===== src/rtl/mvm_pkg.sv =====
// Shared types and default geometry for the 8x8 matrix-vector MAC engine controller.
package mvm_pkg;

    localparam int DEF_ROWS       = 8;
    localparam int DEF_COLS       = 8;
    localparam int DEF_DATA_WIDTH = 8;

    typedef logic [DEF_COLS*DEF_DATA_WIDTH-1:0] word_t;

    typedef enum logic [2:0] {
        IDLE,
        REQ,
        WAIT,
        UNPACK,
        CALC,
        DRAIN,
        DONE
    } state_e;

endpackage


===== src/rtl/word_unpacker.sv =====
// Holds one memory word and presents it byte-serially, byte 0 first; a stall holds the
// current byte in place so nothing is dropped while the target FIFO is full.
module word_unpacker #(
    parameter int COLS       = 8,
    parameter int DATA_WIDTH = 8
) (
    input  logic                       clk,
    input  logic                       rst_n,
    input  logic                       i_load,
    input  logic [COLS*DATA_WIDTH-1:0] i_word,
    input  logic                       i_advance,
    input  logic                       i_stall,
    output logic [DATA_WIDTH-1:0]      o_byte,
    output logic                       o_valid,
    output logic                       o_last
);

    localparam int IDX_W = (COLS > 1) ? $clog2(COLS) : 1;

    logic [COLS*DATA_WIDTH-1:0] r_shift;
    logic [IDX_W-1:0]           r_idx;
    logic                       r_valid;
    logic                       w_step;

    assign w_step = r_valid && i_advance && !i_stall;

    // NOTE: registers are updated with <= so every flop samples the pre-edge values.
    always_ff @(posedge clk or negedge rst_n) begin
        if (!rst_n) begin
            r_shift <= '0;
            r_idx   <= '0;
            r_valid <= 1'b0;
        end else if (i_load) begin
            r_shift <= i_word;
            r_idx   <= '0;
            r_valid <= 1'b1;
        end else if (w_step) begin
            r_shift <= r_shift >> DATA_WIDTH;
            r_idx   <= r_idx + 1'b1;
            if (o_last) begin
                r_valid <= 1'b0;
            end
        end
    end

    assign o_byte  = r_shift[DATA_WIDTH-1:0];
    assign o_valid = r_valid;
    assign o_last  = r_valid && (r_idx == IDX_W'(COLS - 1));

endmodule


===== src/rtl/matvec_sequencer.sv =====
// Fill/compute controller for the matrix-vector MAC engine: reads B then the A rows from
// memory, scatters their bytes into the FIFOs, then runs the MAC chain until drained.
module matvec_sequencer
    import mvm_pkg::*;
#(
    parameter int ROWS         = DEF_ROWS,
    parameter int COLS         = DEF_COLS,
    parameter int DATA_WIDTH   = DEF_DATA_WIDTH,
    parameter int ADDR_WIDTH   = 32,
    parameter int BASE_ADDR    = 0,
    parameter int DRAIN_CYCLES = ROWS
) (
    input  logic                       clk,
    input  logic                       rst_n,
    input  logic                       start,
    output logic                       busy,
    output logic                       done,
    output logic [ADDR_WIDTH-1:0]      mem_address,
    output logic                       mem_read,
    input  logic [COLS*DATA_WIDTH-1:0] mem_readdata,
    input  logic                       mem_readdatavalid,
    input  logic                       mem_waitrequest,
    output logic [DATA_WIDTH-1:0]      fifo_wrdata,
    output logic [ROWS-1:0]            fifo_a_wrreq,
    output logic                       fifo_b_wrreq,
    input  logic [ROWS-1:0]            fifo_a_wrfull,
    input  logic                       fifo_b_wrfull,
    input  logic [ROWS-1:0]            fifo_a_rdempty,
    input  logic                       fifo_b_rdempty,
    output logic                       mac_clr,
    output logic                       mac_en
);

    localparam int WORD_W  = $clog2(ROWS + 2);
    localparam int ROW_W   = (ROWS > 1) ? $clog2(ROWS) : 1;
    localparam int DRAIN_W = $clog2(DRAIN_CYCLES + 1);
    localparam logic [ADDR_WIDTH-1:0] BASE = ADDR_WIDTH'(BASE_ADDR);

    state_e                r_state;
    logic [WORD_W-1:0]     r_word;
    logic [DRAIN_W-1:0]    r_drain;
    logic [ADDR_WIDTH-1:0] r_mem_address;
    logic                  r_mem_read;
    logic                  r_busy;
    logic                  r_done;
    logic                  r_mac_clr;
    logic                  r_mac_en;

    logic [ROW_W-1:0]      w_row;
    logic                  w_target_full;
    logic                  w_emit;
    logic                  w_load;
    logic                  w_all_empty;
    logic [DATA_WIDTH-1:0] w_byte;
    logic                  w_valid;
    logic                  w_last;

    // Word 0 is B; word r+1 is A row r, so the row index is simply word-1.
    assign w_row         = ROW_W'(r_word - 1'b1);
    assign w_target_full = (r_word == '0) ? fifo_b_wrfull : fifo_a_wrfull[w_row];
    assign w_emit        = (r_state == UNPACK) && w_valid && !w_target_full;
    assign w_load        = (r_state == WAIT) && mem_readdatavalid;
    assign w_all_empty   = (&fifo_a_rdempty) && fifo_b_rdempty;

    word_unpacker #(
        .COLS       (COLS),
        .DATA_WIDTH (DATA_WIDTH)
    ) u_unpacker (
        .clk       (clk),
        .rst_n     (rst_n),
        .i_load    (w_load),
        .i_word    (mem_readdata),
        .i_advance (r_state == UNPACK),
        .i_stall   (w_target_full),
        .o_byte    (w_byte),
        .o_valid   (w_valid),
        .o_last    (w_last)
    );

    // NOTE: defaulting every always_comb output before the conditional keeps it free of latches.
    always_comb begin
        fifo_a_wrreq = '0;
        fifo_b_wrreq = 1'b0;
        if (w_emit) begin
            if (r_word == '0) begin
                fifo_b_wrreq = 1'b1;
            end else begin
                fifo_a_wrreq[w_row] = 1'b1;
            end
        end
    end

    always_ff @(posedge clk or negedge rst_n) begin
        if (!rst_n) begin
            r_state       <= IDLE;
            r_word        <= '0;
            r_drain       <= '0;
            r_mem_address <= '0;
            r_mem_read    <= 1'b0;
            r_busy        <= 1'b0;
            r_done        <= 1'b0;
            r_mac_clr     <= 1'b0;
            r_mac_en      <= 1'b0;
        end else begin
            r_mac_clr <= 1'b0;
            case (r_state)
                IDLE, DONE: begin
                    if (start) begin
                        r_mac_clr     <= 1'b1;
                        r_busy        <= 1'b1;
                        r_done        <= 1'b0;
                        r_word        <= '0;
                        r_mem_read    <= 1'b1;
                        r_mem_address <= BASE;
                        r_state       <= REQ;
                    end
                end
                REQ: begin
                    if (!mem_waitrequest) begin
                        r_mem_read <= 1'b0;
                        r_state    <= WAIT;
                    end
                end
                WAIT: begin
                    if (mem_readdatavalid) begin
                        r_state <= UNPACK;
                    end
                end
                UNPACK: begin
                    if (w_emit && w_last) begin
                        r_word <= r_word + 1'b1;
                        if (r_word == WORD_W'(ROWS)) begin
                            r_mac_en <= 1'b1;
                            r_state  <= CALC;
                        end else begin
                            r_mem_read    <= 1'b1;
                            r_mem_address <= BASE + ADDR_WIDTH'(r_word) + ADDR_WIDTH'(1);
                            r_state       <= REQ;
                        end
                    end
                end
                CALC: begin
                    if (w_all_empty) begin
                        r_drain <= DRAIN_W'(DRAIN_CYCLES - 1);
                        r_state <= DRAIN;
                    end
                end
                DRAIN: begin
                    // Keeps the chain enabled long enough for the systolic skew to flush out.
                    if (r_drain == '0) begin
                        r_mac_en <= 1'b0;
                        r_busy   <= 1'b0;
                        r_done   <= 1'b1;
                        r_state  <= DONE;
                    end else begin
                        r_drain <= r_drain - 1'b1;
                    end
                end
                default: r_state <= IDLE;
            endcase
        end
    end

    assign busy        = r_busy;
    assign done        = r_done;
    assign mem_address = r_mem_address;
    assign mem_read    = r_mem_read;
    assign fifo_wrdata = w_byte;
    assign mac_clr     = r_mac_clr;
    assign mac_en      = r_mac_en;

endmodule


===== config.mk =====
export PLATFORM = sky130hd
export DESIGN_NAME = matvec_sequencer
export DESIGN_NICKNAME = d
export VERILOG_FILES = /design/src/rtl/mvm_pkg.sv /design/src/rtl/word_unpacker.sv /design/src/rtl/matvec_sequencer.sv
export SDC_FILE = /design/constraint.sdc
export NUM_CORES = 1
export LEC_CHECK = 0
export ABC_AREA = 1
export BUFFER_PORTS_ARGS = -buffer_cell sky130_fd_sc_hd__buf_2
export CORE_MARGIN = 2
export CORE_UTILIZATION = 26
export CTS_CLUSTER_SIZE = 25
export DETAILED_ROUTE_END_ITERATION = 10
export PLACE_DENSITY = 0.52
export SLEW_MARGIN = 20
export SYNTH_ARGS = -nofsm -noshare
export SYNTH_HDL_FRONTEND = slang
export SYNTH_HIERARCHICAL = 1
export SYNTH_SLANG_ARGS = --single-unit

===== constraint.sdc =====
create_clock -name clk -period 2.4 [get_ports clk]
set_input_delay 0.48 -clock clk [delete_from_list [all_inputs] [get_ports clk]]
set_output_delay 0.48 -clock clk [all_outputs]
set_load 0.05 [all_outputs]

After elaboration in Yosys (flattened, before gate mapping)
Cells that the tools add are included.

Flip-flop bits (word level): 116. Latch bits: 0. Memory bits (writable): 0. Memory bits (read-only): 0. Input port bits: 87. Output and inout port bits: 54. Word-level logic and storage cells: 113. Memories kept: 0.

Add/subtract/negate cells: 5. $mul: 0. Div/mod/pow operators: 0. Order comparisons: 2. Equality and inequality tests: 17. Shift operators: 0. Multiplexer cells: 49. Bitwise logic cells: 0. Reductions and logical operators: 28.

Operators with widths (count): 64-bit 2-to-1 mux (2); 32-bit 2-to-1 mux (3); 32-bit case mux with 2 select lines (1); 3-bit 2-to-1 mux (9); 1-bit 2-to-1 mux (19); 2-bit inequality test (second input constant) (9); 3-bit case mux with 6 select lines (1); 4-bit 2-to-1 mux (4); 8-bit 2-to-1 mux (2); 4-bit case mux with 2 select lines (2); 3-bit == test (second input constant) (4); 2-bit nonzero test (6); 3-bit AND reduction (3); 4-bit zero test (2); 4-bit AND reduction (2); 8-bit AND reduction (1); 1-bit logical AND (7); 3-bit by 2-bit == test with 1-bit output (second input constant) (2); 1-bit case mux with 2 select lines (3); 6-bit AND reduction (1); 4-bit by 1-bit adder with 5-bit output (second input constant) (1); 5-bit AND reduction (1); 4-bit by 1-bit adder with 4-bit output (second input constant) (1); 4-bit == test (second input constant) (1); other kinds (14) (14).

Depth between registers and ports, before layout
Gate-level depths: netlist (run 1).

Depth after elaboration: 9. Gate-level depth with buffers: 17. Mapped depth without buffers: 14.

By module
Netlist (run 1), hierarchy kept.

Modules (own cells, without submodules): word_unpacker (times used 1, cells each 484, area each 3462.1 um^2, seq. area each 1701.6 um^2); matvec_sequencer (times used 1, cells each 228, area each 1707.9 um^2, seq. area each 525.5 um^2).

Worst setup path before layout (run 1)
Ideal clock, no wire load.

Path type: flip-flop to output port. Start point: reg r_word[0]. End point: out fifo_a_wrreq[0]. Arrival time: 2.430 ns. Data required time: 1.920 ns. Slack: -0.510 ns. Cell stages (with the launch flop): 12. Buffers on the path: 1. Cell sequence: dfrtp_1 > buf_6 > inv_6 > ha_1 > inv_1 > nand2_1 > nand2_1 > nand2_1 > nand2_2 > nand2_4 > nand3_2 > nor3_1.

Longest elaborated chain between the ends: 7. Elaborated cells on any way between the ends: 14. Classes of those cells: 1 x add/sub; 2 x order compare; 7 x mux; 4 x reduce/logical.

Ends and longest elaborated chain: from (decl) (RTL line matvec_sequencer.sv:40) `logic [WORD_W-1:0] r_word;`; from (signal assigned) (RTL line matvec_sequencer.sv:131) `r_word <= r_word + 1'b1;`; 3-bit by 1-bit subtractor with 3-bit output (RTL line matvec_sequencer.sv:59) `assign w_row = ROW_W'(r_word - 1'b1);`; 3-bit by 4-bit < comparator with 1-bit output (implied by the code), or another cell as far along (RTL line matvec_sequencer.sv:88) `fifo_a_wrreq[w_row] = 1'b1;`; 1-bit logical AND (implied by the code) / 1-bit 2-to-1 mux (equally long branches) (RTL line matvec_sequencer.sv:88, matvec_sequencer.sv:60); 1-bit 2-to-1 mux (on tied branches) (RTL line matvec_sequencer.sv:88, matvec_sequencer.sv:60); 1-bit demux with 3-bit select / 1-bit zero test (equally long branches) (RTL line matvec_sequencer.sv:88, matvec_sequencer.sv:61); 8-bit 2-to-1 mux / 1-bit logical AND (equally long branches) (RTL line matvec_sequencer.sv:85, matvec_sequencer.sv:61); 8-bit 2-to-1 mux (*) (RTL line matvec_sequencer.sv:84) `if (w_emit) begin`; to (decl) (RTL line matvec_sequencer.sv:24) `output logic [ROWS-1:0] fifo_a_wrreq,`.

Every way passes the cells marked *; elsewhere a longest branch is shown, timed or not. The select of a mux whose other input is x is not followed.

Final worst setup path (run 1)
Start point: reg r_word[0]. End point: out fifo_a_wrreq[5].

The elaborated chain is that of the path after synthesis.

==> flow_summary.yaml, run 1 <==
logic_synthesis:
  synthFlopType: "dfrtp_1"
  synth_area_leaders: "dfrtp_1, nand2_1, nand3_1, buf_4, buf_2"
  synth_edf_count: 0
  synth_warnings: 6
  synth.avg_cell_area_um2: 7.26
  synth_xor_area_frac: 0.00339
  synth-simple-area-share: 0.407
  ys_types: 36
  synth-adder-area-share: 0.0121
  synthDominantCellAreaShare: 0.431
  synthArstFlopShare: 1.00
  ys_ff_latch: 89
  syn_area_um2: 5170
  synthMuxAreaShare: 0
  synth_top_family_by_area: "simple AND/OR/NAND/NOR gates"
  netlist_instances: 712
  synth_area_leader_cell: "dfrtp_1"
  synth-seq-area-share: 0.431
  synth-compound-area-share: 0.0305
floorplan:
  die_h_um: 145
  num_rows: 51
  start_util: 0.266
  fp.coreArea_um2: 19500
  dieArea_um2: 21000
  fp.dieW_um: 145
  num_io_pins: 141
job:
  max-cap-violations: 0
detailed_routing:
  final_antenna_net_count: 0
  avgViaCountPerCell: 4.20
  drtIter0Drc: 244
  post_drt_wl_per_cell_um: 12.3
  drc: 0
  firstDrtPassIters: 4
  vias: 4545
  totalWireLength_mm: 13.3
placement:
  port_buffers: 113
  place_ws_ns: 0.0274
  dpl-instance-area_um2: 5920
  dp_hpwl_mm: 8.99
  dp_cells: 1061
  gp_congestion: 0.741
timing:
  rsz0062_at_grt: "yes"
  fin_skew_ns: 0.00795
  min_period_ns: 2.54
  slew_headroom: 0.592
  worst_pin_slew_ns: 0.612
  max_freq_mhz: 394
  hold_viol: 0
  fin_hold_ws_ns: 0.0840
  fin_crit_sh: 1.06
  finalSetupViolCount: 9
  slew_viol_final: 0
  fin_ws_ns: -0.139
global_route:
  grt_first_pass_wirelength_mm: 22.2
  first_global_vias: 4484
  grt_overflow: 0
  grt_antenna_before_repair: 1
  track_usage: 0.128
  grt_max_degree: 62
power_and_ir_drop:
  p_int_uw: 4260
  pwr-share-clk: 0.190
  powerDensity_nw_per_um2: 1240
  p_leak_uw: 0.00357
  power_frac_comb: 0.503
  seqPwrFrac: 0.307
  ir_worst_vdd_uv: 336
  p_switching_uw: 3680
  swShare: 0.463
finish:
  final_cells: 1082
  mostFrequentLayoutCells: "nand2_1, buf_2, dfrtp_1"
  seq_area_um2: 2230
  multi_input_area_um2: 2570
  final_common_cell: "nand2_1"
  syn_to_final_growth_pct: 23.4
  antennaDiodeCount: 0
  final_cell_area_um2: 6380
  n_fill_cell: 2131
  fin_nets: 904
  drive_above_1_share: 0.258
critical_path:
  arrival_ns: 2.06
  critical-path-slowest-cell: "dfrtp_1"
  end_kind: "output pin"
  crit_top_cell: "nand2_2"
  cp_max_fo: 5
  required_ns: 1.92
  timing.critical_path.from_type: "register"
  criticalPathCategory: "reg2out"
  critical-path-max-stage-delay_ns: 0.42
  path_cells: "inv_6 > ha_4 > xnor2_2 > inv_2 > nand2_2 > nand2_2 > nand2_4 > nand3_4 > nand3b_1 > nor2_4 > buf_8"
status:
  outcome: "finished with violations"
  violations: "setup timing"
clock_network:
  clk_pin_slew_ns: 0.07
  cts_tree: "yes"
  ctsRootBufferMaster: "clkbuf_16"
  cts_buffers: 9
  insertion_delay_ns: 0.34
  hold_buffers: 0
  cts.path.max_buffers: 2
  cts.sinks: 89
  cts_max_level: 3
hold_path:
  hold_class: "in2async"
registers in the layout, indices dropped and copies added (netlist names):
name and flops:
u_unpacker/r_idx 3, mem_address 5, done 1, u_unpacker/o_valid 1
mac_en 1, u_unpacker/r_shift 64, r_word 4, r_drain 4
busy 1, r_state 3, mem_read 1, mac_clr 1
per-stage QoR:
stage | util | power [uW] | TNS (ns)
2_1_floorplan | - | 5560 | -0.0730
6_report | 0.328 | 7940 | -0.706
3_3_place_gp | 0.304 | 6270 | 0
5_1_grt | 0.328 | 8640 | -1.95
4_1_cts | 0.326 | 7990 | -0.792
3_5_place_dp | 0.304 | 6310 | 0
final cells by class:
| type | count | area share |
|---|---|---|
| clock buffer | 10 | 0.0375 |
| clock inverter | 6 | 0.0116 |
| inverter | 31 | 0.0198 |
| multi-input combinational | 548 | 0.402 |
| sequential | 89 | 0.349 |
| tap | 265 | 0.0520 |
| timing repair buffer | 133 | 0.128 |
repair_timing:
action	CTS	global route
endpoints found under the setup margin	9	9
setup buffers	5	0
pin swaps	6	5
resized for setup	24	8
routing by layer:
layer  wire [um]  up-vias  share of wire  global-route usage
met4         147        0          0.011              0.0371
met2        6040      111           0.45               0.204
met5           0        -              0                   0
met3         681       10          0.051              0.0283
met1        6440     2051           0.48               0.174
li1            -     2373              -                   -
worst paths after layout:
| kind | from | endpoint | slack, ns | depth (start not counted) |
|---|---|---|---|---|
| setup / recovery | r_word[0] | fifo_a_wrreq[5] | -0.14 | 11 |
| hold / removal | rst_n | u_unpacker/r_shift[60] | 0.08 | 1 |
| setup reg to reg | r_word[0] | u_unpacker/r_shift[38] | 0.25 | 16 |
| hold reg to reg | mac_en | mac_en | 0.47 | 2 |
| max in group asynchronous | rst_n | u_unpacker/r_shift[14] | 1.67 | 2 |
| min in group clk | mem_readdata[57] | u_unpacker/r_shift[57] | 0.35 | 3 |
cell usage after synthesis (2+ instances only):
cell type	n
nand2_2	8
nand2_4	5
nand3_1	67
buf_2	19
nor3_1	8
nor2_4	2
clkbuf_1	8
nor2_1	20
o21ai_2	5
o21ai_0	10
inv_2	10
ha_1	5
inv_1	19
buf_4	35
nand3_2	6
a21oi_1	4
nor2_2	3
buf_6	6
nand4_1	12
dfrtp_1	89
nand2_1	356
power groups by stage:
stage	combinational [uW]	clock, uW	sequential, uW
global route	4510	1620	2520
detailed placement	3850	0	2460
floorplan	3010	0	2560
global placement	3830	0	2450
CTS	4000	1560	2440
finish	4000	1510	2430
critical path, delay by kind of cell (launching register included):
kind / cells / cell delay (ns)
and+or+nand+nor: 6 / 0.68
DFF: 1 / 0.42
buffers and inverters: 3 / 0.28
xor gates and xnor gates: 1 / 0.18
adders and majority gates: 1 / 0.16
cells by family after synthesis:
family                   after synthesis
AO/OA/AOI/OAI                         24
XOR/XNOR                               2
flip-flops                            89
adder cells (fa/ha/maj)                5
other                                  1
AND/OR/NAND/NOR                      490
buffers and inverters                101
No activity file was read; power rests on OpenSTA's default activity.
==> run 2: changes to the inputs <==
--- a/config.mk
+++ b/config.mk
@@ -7,11 +7,14 @@
 export LEC_CHECK = 0
 export ABC_AREA = 1
 export BUFFER_PORTS_ARGS = -buffer_cell sky130_fd_sc_hd__buf_2
+export CELL_PAD_IN_SITES_DETAIL_PLACEMENT = 1
+export CELL_PAD_IN_SITES_GLOBAL_PLACEMENT = 1
 export CORE_MARGIN = 2
 export CORE_UTILIZATION = 26
 export CTS_CLUSTER_SIZE = 25
 export DETAILED_ROUTE_END_ITERATION = 10
-export PLACE_DENSITY = 0.52
+export GPL_TIMING_DRIVEN = 1
+export PLACE_DENSITY = 0.66
 export SLEW_MARGIN = 20
 export SYNTH_ARGS = -nofsm -noshare
 export SYNTH_HDL_FRONTEND = slang
==> run 2 against run 1 <==
  * The run still ends with setup timing left
  * Core utilization up 0.12 points
  * Sequential cell count unchanged
  * Critical endpoint is now fifo_a_wrreq[0]
  * Clock-buffer cell count stayed put
  * Hold slack lost 0.024 ns
  * Sequential share of layout area shrank 0.12 points
  * Global-route usage grew 1.1 points
  * Final cell count rose by 0.18%
==> flow_summary.yaml, run 2 (synthesized netlist as in run 1, its figures left out) <==
status:
  outcome: "finished with violations"
  violations: "setup timing"
floorplan:
  start_util: 0.266
  num_rows: 51
  fp.coreArea_um2: 19500
  die_h_um: 145
  num_io_pins: 141
  fp.dieW_um: 145
  dieArea_um2: 21000
critical_path:
  crit_family: "buffers and inverters"
  critical-path-slowest-cell: "dfrtp_1"
  criticalPathCategory: "reg2out"
  required_ns: 1.92
  cp_max_fo: 7
  timing.critical_path.from_type: "register"
  arrival_ns: 2.12
  critical-path-max-stage-delay_ns: 0.41
  path_buf_inv: 5
  end_kind: "output pin"
  path_cells: "inv_6 > ha_4 > inv_4 > nand2_2 > nand2_1 > nand2_1 > nand2_2 > nand2_4 > nand3_4 > buf_4 > buf_12 > nor3_4 > buf_6"
clock_network:
  ctsRootBufferMaster: "clkbuf_16"
  cts_tree: "yes"
  clk_pin_slew_ns: 0.07
  cts_max_level: 3
  cts.path.max_buffers: 2
  hold_buffers: 0
  cts_buffers: 9
  insertion_delay_ns: 0.34
  cts.sinks: 89
finish:
  antennaDiodeCount: 0
  mostFrequentLayoutCells: "nand2_1, buf_2, dfrtp_1"
  final_common_cell: "nand2_1"
  n_fill_cell: 2456
  syn_to_final_growth_pct: 23.8
  top_register: "u_unpacker/r_shift"
  final_cells: 1084
  fin_nets: 906
  drive_above_1_share: 0.256
  largest_reg_flops: 64
placement:
  port_buffers: 113
  place_ws_ns: 0.0327
  dp_cells: 1061
  dp_hpwl_mm: 9.70
  gp_congestion: 0.747
global_route:
  track_usage: 0.139
  grt_overflow: 0
  grt_antenna_before_repair: 0
  grt_first_pass_wirelength_mm: 24.1
  first_global_vias: 4853
  grt_max_degree: 120
timing:
  fin_skew_ns: 0.0114
  slew_headroom: 0.656
  fin_crit_sh: 1.08
  rsz0062_at_grt: "yes"
  worst_pin_slew_ns: 0.516
  slew_viol_final: 0
  finalSetupViolCount: 9
  hold_viol: 0
  max_freq_mhz: 385
  fin_ws_ns: -0.198
  min_period_ns: 2.60
power_and_ir_drop:
  p_leak_uw: 0.00360
  powerDensity_nw_per_um2: 1240
  ir_worst_vdd_uv: 568
detailed_routing:
  totalWireLength_mm: 14.3
  final_antenna_net_count: 0
  drtIter0Drc: 205
  firstDrtPassIters: 4
  post_drt_wl_per_cell_um: 13.2
  avgViaCountPerCell: 4.34
  drc: 0
  vias: 4707
job:
  max-cap-violations: 0
hold_path:
  hold_class: "in2async"
[run 2: power by group]
group / total, uW / internal (uW) / switching, uW
registers: 2430 / 2110 / 317
clock network: 1330 / 707 / 619
logic: 4160 / 1370 / 2780
total: 7910 / 4190 / 3720
[run 2: layer usage]
layer / share of wire / global-route usage / vias to the layer above
met5: 0 / 0 / -
met4: 0.010 / 0.0401 / 0
met3: 0.037 / 0.0233 / 9
met2: 0.49 / 0.232 / 98
met1: 0.46 / 0.185 / 2225
li1: - / - / 2375
[run 2: metrics by stage]
step,utilization,power (uW),TNS (ns),hold slack (ns),area (um2)
after detailed placement,0.305,6380,0,0.441,5930
final,0.329,7910,-1.55,0.0604,6400
after floorplan,-,5560,-0.0730,0.184,5340
after global placement,0.305,6300,0,0.447,5930
after CTS,0.324,7890,-0.901,0.0639,6310
after global routing,0.329,8660,-2.60,0.0736,6400
[run 2: area by class of cell]
| type | count | area [um2] | share of cell area |
|---|---|---|---|
| repair buffers | 135 | 863 | 0.135 |
| well taps | 265 | 332 | 0.0518 |
| clock inverters | 6 | 43.8 | 0.00684 |
| multi-input cells | 548 | 2580 | 0.403 |
| inverters | 31 | 126 | 0.0197 |
| flip-flops and latches | 89 | 2230 | 0.348 |
| clock buffers | 10 | 229 | 0.0358 |
[run 2: worst paths after layout]
path	endpoint	startpoint	slack, ns	cells past startpoint
max in group asynchronous	r_drain[0]	rst_n	1.73	2
worst max register to register	u_unpacker/r_shift[17]	r_word[0]	0.21	17
worst max-delay path	fifo_a_wrreq[0]	r_word[0]	-0.20	13
worst min register to register	mem_address[2]	mem_address[2]	0.47	2
min in group clk	u_unpacker/r_shift[62]	mem_readdata[62]	0.34	3
worst min-delay path	u_unpacker/r_shift[14]	rst_n	0.06	1
[run 2: repair_timing]
item | CTS | global route
setup endpoints to repair | 9 | 54
gates resized for setup | 24 | 15
buffers inserted | 4 | 3
pin swaps | 8 | 7
==> run 3: changes to the inputs <==
--- a/config.mk
+++ b/config.mk
@@ -9,6 +9,7 @@
 export BUFFER_PORTS_ARGS = -buffer_cell sky130_fd_sc_hd__buf_2
 export CELL_PAD_IN_SITES_DETAIL_PLACEMENT = 1
 export CELL_PAD_IN_SITES_GLOBAL_PLACEMENT = 1
+export CORE_ASPECT_RATIO = 1.75
 export CORE_MARGIN = 2
 export CORE_UTILIZATION = 26
 export CTS_CLUSTER_SIZE = 25
==> run 3 against run 2 <==
  * The flow still finishes with violations (setup timing)
  * Non-clock buffer count did not move
  * Via count rose by 1.2%
  * Combinational power fell by 2%
  * Cell area fell by 0.66%
  * Power rose by 1.5%
  * Maximum frequency rose by 1.7%
  * Critical endpoint is now fifo_a_wrreq[5]
  * Largest power group unchanged
==> flow_summary.yaml, run 3 (synthesized netlist as in run 1, its figures left out) <==
status:
  outcome: "finished with violations"
  violations: "setup timing"
floorplan:
  dieArea_um2: 21100
  start_util: 0.263
  fp.dieW_um: 111
  fp.coreArea_um2: 19700
  die_h_um: 191
  num_io_pins: 141
  num_rows: 68
clock_network:
  cts_max_level: 3
  cts.sinks: 89
  ctsRootBufferMaster: "clkbuf_16"
  cts_buffers: 9
  cts_tree: "yes"
  clk_pin_slew_ns: 0.06
  insertion_delay_ns: 0.35
  cts.path.max_buffers: 2
  hold_buffers: 0
timing:
  finalSetupViolCount: 9
  min_period_ns: 2.56
  slew_viol_final: 0
  fin_hold_ws_ns: 0.0778
  max_freq_mhz: 391
  worst_pin_slew_ns: 0.662
  fin_setup_tns_ns: -0.760
  hold_viol: 0
  rsz0062_at_grt: "yes"
  slew_headroom: 0.559
  fin_skew_ns: 0.0108
  fin_ws_ns: -0.155
  fin_crit_sh: 1.06
critical_path:
  startpoint: "r_word[0]"
  criticalPathCategory: "reg2out"
  rr_endpoint: "u_unpacker/r_shift[35]"
  r2r_slack_ns: 0.22
  r2r-start: "r_word[0]"
  cp_max_fo: 4
  arrival_ns: 2.08
  required_ns: 1.92
  end_kind: "output pin"
  timing.critical_path.from_type: "register"
  crit_end: "fifo_a_wrreq[5]"
  reg2reg_depth: 16
finish:
  final_common_cell: "nand2_1"
  fin_nets: 906
  largest_reg_flops: 64
  top_register: "u_unpacker/r_shift"
  drive_above_1_share: 0.255
  final_cells: 1065
  syn_to_final_growth_pct: 23.0
  mostFrequentLayoutCells: "nand2_1, buf_2, dfrtp_1"
  final_cell_area_um2: 6360
  final_util: 0.324
detailed_routing:
  post_drt_wl_per_cell_um: 14.2
  vias: 4765
  firstDrtPassIters: 4
  avgViaCountPerCell: 4.47
  drtIter0Drc: 165
  drc: 0
  final_antenna_net_count: 0
  totalWireLength_mm: 15.1
global_route:
  grt_antenna_before_repair: 1
  grt_overflow: 0
  first_global_vias: 4964
  grt_max_degree: 66
  track_usage: 0.148
  grt_first_pass_wirelength_mm: 24.9
job:
  max-cap-violations: 0
placement:
  dpl-instance-area_um2: 5930
  port_buffers: 113
  dp_cells: 1044
  gp_congestion: 0.835
  dp_hpwl_mm: 10.9
power_and_ir_drop:
  power_frac_comb: 0.508
  p_switching_uw: 3720
  powerDensity_nw_per_um2: 1260
  swShare: 0.463
  p_int_uw: 4310
  seqPwrFrac: 0.306
  pwr-share-clk: 0.186
  ir_worst_vdd_uv: 572
  p_leak_uw: 0.00356
hold_path:
  hold_class: "in2async"
run 3: cell count changes in the layout (fill, tap and decap cells not counted), moves of 2 or more:
cell	delta
nor3_2	+4
nor3_4	-4
clkbuf_8	+3
buf_4	+2
buf_8	-2
clkinv_4	-2
run 3: worst min-delay path by stage:
| stage | startpoint | endpoint | slack, ns | depth (start not counted) |
|---|---|---|---|---|
| finish | rst_n | u_unpacker/r_shift[56] | 0.08 | 1 |
| global route | rst_n | u_unpacker/r_shift[56] | 0.09 | 1 |
| CTS | rst_n | u_unpacker/r_shift[61] | 0.08 | 1 |
| detailed placement | rst_n | u_unpacker/r_shift[56] | 0.46 | 1 |
| global placement | mem_address[3] | mem_address[3] | 0.46 | 2 |
| floorplan | rst_n | busy | 0.18 | 0 |
run 3: area by class of cell:
| class | count | area (um2) |
|---|---|---|
| Clock buffer | 12 | 267 |
| Multi-Input combinational cell | 548 | 2540 |
| Fill cell | 2456 | 13300 |
| Timing Repair Buffer | 135 | 840 |
| Tap cell | 245 | 307 |
| Antenna cell | 1 | 2.50 |
| Sequential cell | 89 | 2230 |
| Inverter | 31 | 126 |
| Clock inverter | 4 | 50.0 |
run 3: critical path: stages (launching register included):
cell and delay [ns]:
dfrtp_1 0.41, inv_6 0.04, ha_4 0.29, inv_4 0.04, nand2_2 0.05, nand2_1 0.06, nand2_2 0.07, nand2_2 0.06
nand2_4 0.07, nand3_4 0.06, nand3b_1 0.27, nor2_4 0.16, buf_6 0.16
run 3: power by group through the flow:
stage               logic, uW  registers, uW  clock network (uW)
floorplan                3010           2560                   0
global placement         3930           2470                   0
detailed placement       4010           2480                   0
CTS                      4130           2460                1540
global route             4610           2540                1610
finish                   4080           2450                1490
run 3: per-layer routing:
layer / routed length (um) / part of all wire / vias up / GRT usage
met3: 406 / 0.027 / 17 / 0.0203
met5: 0 / 0 / - / 0
li1: - / - / 2370 / -
met1: 5840 / 0.39 / 2285 / 0.163
met4: 305 / 0.020 / 0 / 0.0548
met2: 8580 / 0.57 / 93 / 0.285
run 3: what timing repair did:
item,CTS,global route
buffers inserted,4,0
pin swaps,6,5
hold endpoints to repair,0,0
setup endpoints to repair,9,11
resized for setup,21,4
run 3: per-stage QoR:
step,power (uW),setup WS [ns]
2_1_floorplan,5560,-0.0122
3_3_place_gp,6400,0.102
3_5_place_dp,6490,0.0233
4_1_cts,8130,-0.173
5_1_grt,8770,-0.277
6_report,8020,-0.155
